<file path="config.mk">
export PLATFORM = sky130hd
export DESIGN_NAME = mips_mc_control
export DESIGN_NICKNAME = d
export VERILOG_FILES = /design/src/rtl/mips_mc_control.sv
export SDC_FILE = /design/constraint.sdc
export NUM_CORES = 1
export LEC_CHECK = 0
export ABC_AREA = 0
export CAP_MARGIN = 5
export CORE_UTILIZATION = 44
export DETAILED_ROUTE_END_ITERATION = 12
export PLACE_DENSITY = 0.8
export SLEW_MARGIN = 20
export SYNTH_ARGS = -nofsm -noshare
export SYNTH_HDL_FRONTEND = slang
export SYNTH_SLANG_ARGS = --single-unit
export TNS_END_PERCENT = 30
</file>
<file path="constraint.sdc">
create_clock -name clk -period 1.9 [get_ports clk]
set_input_delay 0.38 -clock clk [delete_from_list [all_inputs] [get_ports clk]]
set_output_delay 0.38 -clock clk [all_outputs]
set_load 0.05 [all_outputs]
</file>
<file path="src/rtl/mips_mc_control.sv">
// Multi-cycle MIPS control sequencer. It decodes the opcode in the instruction
// register and walks the datapath through fetch, decode, execute, memory and
// writeback. It handshakes with unified memory over mem_req/mem_ack and counts
// retired instructions.
module mips_mc_control (
  input  logic        clk,
  input  logic        reset,
  input  logic [31:0] instdata,
  input  logic        mem_ack,
  output logic        mem_req,
  output logic        mem_we,
  output logic        iord,
  output logic        irwrite,
  output logic        pcwrite,
  output logic        pcwritecond,
  output logic [1:0]  pcsource,
  output logic        alusrca,
  output logic [1:0]  alusrcb,
  output logic [1:0]  aluop,
  output logic        memtoreg,
  output logic        regwrite,
  output logic        alusrc,
  output logic        illegal_op,
  output logic        retire,
  output logic [31:0] instr_count,
  output logic [3:0]  state
);

  localparam logic [5:0] OP_RTYPE = 6'b000000;
  localparam logic [5:0] OP_LW    = 6'b100011;
  localparam logic [5:0] OP_SW    = 6'b101011;
  localparam logic [5:0] OP_BEQ   = 6'b000100;
  localparam logic [5:0] OP_ADDI  = 6'b001000;
  localparam logic [5:0] OP_J     = 6'b000010;

  typedef enum logic [3:0] {
    FETCH  = 4'd0,
    DECODE = 4'd1,
    MEMADR = 4'd2,
    MEMRD  = 4'd3,
    MEMWB  = 4'd4,
    MEMWR  = 4'd5,
    RTEXEC = 4'd6,
    RTWB   = 4'd7,
    BRANCH = 4'd8,
    IEXEC  = 4'd9,
    IWB    = 4'd10,
    JUMP   = 4'd11
  } state_t;

  state_t      state_q;
  state_t      state_d;
  logic [31:0] count_q;
  logic [5:0]  opcode;
  logic        unused_bits;

  assign opcode      = instdata[31:26];
  assign unused_bits = ^instdata[25:0];

  // State register; reset aborts whatever instruction is in flight.
  always_ff @(posedge clk) begin
    if (reset) state_q <= FETCH;
    else       state_q <= state_d;
  end

  // Next-state logic; memory states hold until the access is acknowledged.
  always_comb begin
    state_d = FETCH;
    case (state_q)
      FETCH:  state_d = mem_ack ? DECODE : FETCH;
      DECODE: begin
        case (opcode)
          OP_RTYPE:     state_d = RTEXEC;
          OP_LW, OP_SW: state_d = MEMADR;
          OP_BEQ:       state_d = BRANCH;
          OP_ADDI:      state_d = IEXEC;
          OP_J:         state_d = JUMP;
          default:      state_d = FETCH;
        endcase
      end
      MEMADR: state_d = (opcode == OP_SW) ? MEMWR : MEMRD;
      MEMRD:  state_d = mem_ack ? MEMWB : MEMRD;
      MEMWR:  state_d = mem_ack ? FETCH : MEMWR;
      MEMWB:  state_d = FETCH;
      RTEXEC: state_d = RTWB;
      RTWB:   state_d = FETCH;
      BRANCH: state_d = FETCH;
      IEXEC:  state_d = IWB;
      IWB:    state_d = FETCH;
      JUMP:   state_d = FETCH;
      default: state_d = FETCH;
    endcase
  end

  // Output decode from the current state; reset forces every output low.
  always_comb begin
    mem_req     = 1'b0;
    mem_we      = 1'b0;
    iord        = 1'b0;
    irwrite     = 1'b0;
    pcwrite     = 1'b0;
    pcwritecond = 1'b0;
    pcsource    = 2'b00;
    alusrca     = 1'b0;
    alusrcb     = 2'b00;
    aluop       = 2'b00;
    memtoreg    = 1'b0;
    regwrite    = 1'b0;
    alusrc      = 1'b0;
    illegal_op  = 1'b0;
    retire      = 1'b0;
    instr_count = 32'd0;
    state       = 4'd0;
    if (!reset) begin
      instr_count = count_q;
      state       = state_q;
      case (state_q)
        FETCH: begin
          mem_req = 1'b1;
          alusrcb = 2'b01;
          irwrite = mem_ack;
          pcwrite = mem_ack;
        end
        DECODE: begin
          alusrcb = 2'b11;
          case (opcode)
            OP_RTYPE, OP_LW, OP_SW, OP_BEQ, OP_ADDI, OP_J: illegal_op = 1'b0;
            default: illegal_op = 1'b1;
          endcase
        end
        MEMADR, IEXEC: begin
          alusrca = 1'b1;
          alusrcb = 2'b10;
        end
        MEMRD: begin
          mem_req = 1'b1;
          iord    = 1'b1;
        end
        MEMWR: begin
          mem_req = 1'b1;
          mem_we  = 1'b1;
          iord    = 1'b1;
          retire  = mem_ack;
        end
        MEMWB: begin
          regwrite = 1'b1;
          alusrc   = 1'b1;
          memtoreg = 1'b1;
          retire   = 1'b1;
        end
        RTEXEC: begin
          alusrca = 1'b1;
          aluop   = 2'b10;
        end
        RTWB: begin
          regwrite = 1'b1;
          retire   = 1'b1;
        end
        IWB: begin
          regwrite = 1'b1;
          alusrc   = 1'b1;
          retire   = 1'b1;
        end
        BRANCH: begin
          alusrca     = 1'b1;
          aluop       = 2'b01;
          pcwritecond = 1'b1;
          pcsource    = 2'b01;
          retire      = 1'b1;
        end
        JUMP: begin
          pcwrite  = 1'b1;
          pcsource = 2'b10;
          retire   = 1'b1;
        end
        default: begin
          state = state_q;
        end
      endcase
    end
  end

  // Retired-instruction counter; wraps naturally at 32 bits.
  always_ff @(posedge clk) begin
    if (reset)       count_q <= 32'd0;
    else if (retire) count_q <= count_q + 32'd1;
  end

endmodule

</file>
==> results.ini <==
[status]
status = finished with violations
violations = setup timing

[grt]
grt_pass1_wl_um = 12500
grt_overflow = 0
grt_pass1_vias = 2685
grt_start_max_net_pins = 33
track_usage_pct = 29.1
antenna_found_initial = 0

[route]
drt_first_pass_iters = 4
drtAntennaViolNets = 0
routed_via_density = 5.85
top_layer = met4
dr_wl_met3_um = 481
wirelength_um = 8060
via_count = 2845
wire_per_inst_um = 16.6
met1Wirelength_um = 3230
dr_wl_met2_um = 4060
drtIter0Drc = 198
drc = 0

[sta]
slew_viol_final = 0
slew_headroom_pct = 71.8
fmax_mhz = 510
setup_viol = 7
rsz0062_at_grt = true
finClkSkew_ns = 0.00651
period_minus_slack_ns = 1.96
min_period_over_period_pct = 103
setup_ws_ns = -0.0597
worst_pin_slew_ns = 0.412
finalHoldViolCount = 0

[yosys]
syn-num-nets = 343
synth_edf_count = 0
syn_area_per_cell_um2 = 7.61
yosys_warnings = 0
yosys.cell_types.count = 47
yosys_most_used_dff = dfxtp_1
syn_area_um2 = 2340
async_flop_share_pct = 0
postSynthCellCount = 307
ys_seq_area_share_pct = 30.8
ys_ff_latch = 36

[final_layout]
mostFrequentLayoutCell = buf_4
fin_nets = 452
fin_util_pct = 76.0
diodes = 0
fin_area_um2 = 3880
drive_above_1_share_pct = 42.5
nFillCells = 341
area_growth_pct = 66.1
layout_common_cells = buf_4 (89), nor2b_1 (32), dfxtp_1 (31), nor2_1 (22), a21oi_1 (21)

[clock_network]
cts_root_buf = clkbuf_8
numCtsBuffers = 5
clk_pin_slew_ns = 0.07
holdBufCountCts = 0
clock_latency_ns = 0.30
clockBufferDepth = 2
htreeDepth = 2
cts.sink_count = 36
tritoncts = done

[die]
initial_core_util_pct = 45.8
die-area_um2 = 5610
die_h_um = 74.9
std_cell_rows = 26
core_area_um2 = 5110
floorplan.io_pins = 89
die_w_um = 74.9

[run]
cap_violations = 0

[critical_path]
cp-start-kind = register
required_ns = 1.52
crit_path_top_delay_cell = dfxtp_4
critical_path.max_stage_delay_ns = 0.36
path_class = register to output pin
crit_chain = buf_2, buf_4, nor3_2, o21a_1, buf_12
rr_endpoint = count_q[21]
ff2ff_setup_slack_ns = 0.08
end_kind = output pin
reg2reg_depth = 5
arrival_ns = 1.58
reg2reg_from = count_q[2]
crit_fanout = 6

[min_path]
min_from = count_q[27]
min_to = count_q[27]
holdPathStages = 2
hold_class = register to register

[placed_design]
placed_cell_area_um2 = 3550
gp_congestion = 0.854
portBuffers = 62
hpwl_um = 5010

[power_and_ir_drop]
peakVddDrop_v = 0.000272
p_per_area_nw_per_um2 = 398
leakagePower_nw = 1.53
total_power_mw = 1.54

[stage by stage]
stage	std cells	hold slack, ns	setup WS (ns)	TNS [ns]
2_1_floorplan	307	0.447	-0.177	-1.16
3_3_place_gp	467	0.478	-0.467	-6.20
3_5_place_dp	467	0.490	-0.574	-7.15
4_1_cts	485	0.475	-0.0969	-0.177
5_1_grt	486	0.514	-0.0897	-0.677
6_report	486	0.491	-0.0597	-0.302
[critical path, delay by kind of cell (launching register included)]
family	cells	cell delay [ns]
buffers and inverters	3	0.49
AO/OA/AOI/OAI	1	0.21
flip-flops	1	0.36
AND/OR/NAND/NOR	1	0.22
[registers in the layout (all words and copies together), names as in the netlist]
register	cells
count_q	32
state_q	4
[power breakdown]
| part | internal, mW | total (mW) | switching (mW) |
|---|---|---|---|
| clock | 0.250 | 0.531 | 0.281 |
| sequential | 0.752 | 0.756 | 0.00370 |
| combinational | 0.112 | 0.257 | 0.145 |
[Yosys cell counts, drive strengths merged (2+ instances only)]
cell    number  share of area, %
buf          7               1.6
inv          5              0.80
or4          2              0.64
dfxtp       36                31
xor2        13               4.9
nor2b       34               9.2
xnor2        3               1.1
o32a         2              0.86
or3         18               4.8
o21ai       20               4.8
and4         5               1.9
o31ai        3              0.96
nand3       11               2.4
a21oi       23               5.1
a211oi       4               1.8
nand2b       2              0.54
nor4         6               1.6
or2          2              0.54
mux2         2              0.96
nand4b       2               1.0
o211ai       2              0.64
nor2        29               4.8
nand2       15               2.5
nand4       18               5.1
clkbuf      14               2.2
mux2i        2              0.86
and3        12               3.2
nor3         6               1.3
[how the worst max path moves through the flow]
stage               depth (start not counted)    endpoint          from  slack, ns
CTS                                         6  illegal_op  instdata[30]       -0.1
global placement                            6  illegal_op  instdata[26]      -0.47
floorplan                                   5    regwrite    state_q[1]      -0.18
global route                                6     pcwrite    state_q[0]      -0.09
detailed placement                          6  illegal_op  instdata[26]      -0.57
finish                                      5     mem_req    state_q[1]      -0.06
[per-layer routing]
layer | vias up | global-route usage [%]
li1 | 1324 | -
met4 | 0 | 13.4
met2 | 131 | 51.7
met5 | - | 0
met3 | 32 | 6.43
met1 | 1358 | 33.4
[cell families after synthesis]
kind of cell / share of synthesized area, %
and+or+nand+nor: 40.5
AOI/OAI and AO/OA: 15.7
DFF: 30.8
buffers and inverters: 4.60
xor gates and xnor gates: 6.00
muxes: 1.82
adders and majority gates: 0.535
[layout make-up]
cell class	count	area [um^2]	share of cell area (%)
Clock inverter	1	5.00	0.129
Multi-Input combinational cell	245	1760	45.3
Sequential cell	36	737	19.0
Tap cell	70	87.6	2.26
Inverter	5	22.5	0.580
Clock buffer	6	72.6	1.87
Timing Repair Buffer	123	1200	30.8
[timing repair]
| action | in CTS | in global routing |
|---|---|---|
| cloned | 1 | 0 |
| setup endpoints to repair | 29 | 17 |
| hold endpoints to repair | 0 | 0 |
| gates resized for setup | 53 | 12 |
| pin swaps | 15 | 9 |
| setup buffers | 10 | 1 |
No activity file was read; power rests on OpenSTA's default activity.
==> variant: new RTL, config.mk and constraints unchanged <==
Register the output `instr_count`, cleared by the reset; this adds one clock of latency there. The other outputs are not delayed to match.
--- a/src/rtl/mips_mc_control.sv
+++ b/src/rtl/mips_mc_control.sv
@@ -49,4 +49,6 @@
   } state_t;
 
+  logic [31:0] instr_count_d;
+
   state_t      state_q;
   state_t      state_d;
@@ -110,8 +112,8 @@
     illegal_op  = 1'b0;
     retire      = 1'b0;
-    instr_count = 32'd0;
+    instr_count_d = 32'd0;
     state       = 4'd0;
     if (!reset) begin
-      instr_count = count_q;
+      instr_count_d = count_q;
       state       = state_q;
       case (state_q)
@@ -187,4 +189,12 @@
   end
 
+  always_ff @(posedge clk) begin
+    if (reset) begin
+      instr_count <= '0;
+    end else begin
+      instr_count <= instr_count_d;
+    end
+  end
+
 endmodule
 
Formal check against the unedited RTL: not equivalent (a bounded check fails within 4 cycles, from zero or initial values and one cycle with reset high).
==> variant against the original RTL <==
The run ends with design-rule violations, negative setup slack left; cell count up 12%; sequential cell count is 32 higher; critical path depth is 3 higher; final area is 25% higher; synthesized area increased by 26%; routed wire length is 8.6% higher; total power is 93% higher; worst setup slack worse by 97 ps; critical path type unchanged; largest power group unchanged.
==> variant: results (changes against the original RTL) <==
- Outcome: finished, violations left
- Failing checks: design-rule violations, negative setup slack
- CTS resizes: 51 (-3.8%)
- Number of buffers inserted by post-CTS setup repair: 9 (-1)
- Cell types occupying the most area after synthesis: sky130_fd_sc_hd__dfxtp_1 (46%), sky130_fd_sc_hd__nor2b_1 (6.8%), sky130_fd_sc_hd__nor2_1 (5.2%)
- DRT iter0 DRCs: 221 (+12%)
- DRC violations left: 3 (+3)
- Startpoint of the worst hold path: count_q[31]
- Synth Area per Inst: 8.47 um^2 (+11%)
- Number of cells in the finished layout apart from fillers: 544 (+12%)
- Top Registers: count_q (32), instr_count (32), state_q (4)
- Launching instance or port of the critical path: state_q[2]
- Worst Clk Skew: 5.98 ps (-0.529 ps)
- Ratio of cells with drive above 1 in the final layout: 34.7% (-7.9 points)
- Cell Area, Placed: 4200 um^2 (+18%)
- Lkg Pwr: 1.83 nW (+20%)
- Via count: 3,040 (+6.9%)
- Met2 Wirelength: 4.29 mm (+5.6%)
- Number of nets in the synthesized netlist: 384 (+12%)
- Total clock buffers created by CTS: 9 (+4)
- DR WL met3: 423 um (-12%)
- Net count, final: 498 (+10%)
- Hold worst-path end: count_q[31]
- Largest fanout of any net on the critical path: 5 (-1)
- Number of detailed-route iterations in the first pass: 9 (+5)
- Number of distinct standard cells referenced by the synthesized netlist: 43 (-8.5%)
- Number of failing setup endpoints in the final timing report: 24 (+17)
- Arrival time of the worst setup path: 1680 ps (+100 ps)
- Routed metal-1 wire length: 3.73 mm (+16%)
- Vias in the first global route: 2,930 (+9.1%)
- Final worst slack: -156 ps (-96.8 ps)
- Most instantiated cells after synthesis: sky130_fd_sc_hd__dfxtp_1 (68), sky130_fd_sc_hd__nor2_1 (41), sky130_fd_sc_hd__nor2b_1 (32)
- Worst-Margin Slew: 518 ps (+106 ps)
- Number of cells after detailed placement: 517 (+11%)
-- variant: cells by family (layout without fill, tap and decap cells) --
kind of cell,after synthesis,count (layout),share of synthesized area [%]
and+or+nand+nor,185,185,33.2
DFF,68,68,46.2
AOI/OAI and AO/OA,47,47,9.72
buffers and inverters,27,146,3.69
muxes,11,11,4.16
xor gates and xnor gates,9,9,2.67
adders and majority gates,1,1,0.424
-- variant: report_power, final --
group          switching, W  internal, W
Clock              0.000537     0.000773
Sequential       0.00000177      0.00143
Combinational      0.000134     0.000101
-- variant: layout make-up --
class / instances / share of cell area, %
tap: 77 / 1.99
timing repair buffer: 120 / 27.2
multi-input combinational: 253 / 37.1
clock inverter: 4 / 1.50
sequential: 68 / 28.3
inverter: 10 / 0.879
clock buffer: 12 / 3.00
-- variant: worst max-delay path: cells and delay by family, from the launching register on --
family / cells / cell delay (ps)
and+or+nand+nor: 5 / 580
buffers and inverters: 3 / 400
DFF: 1 / 330
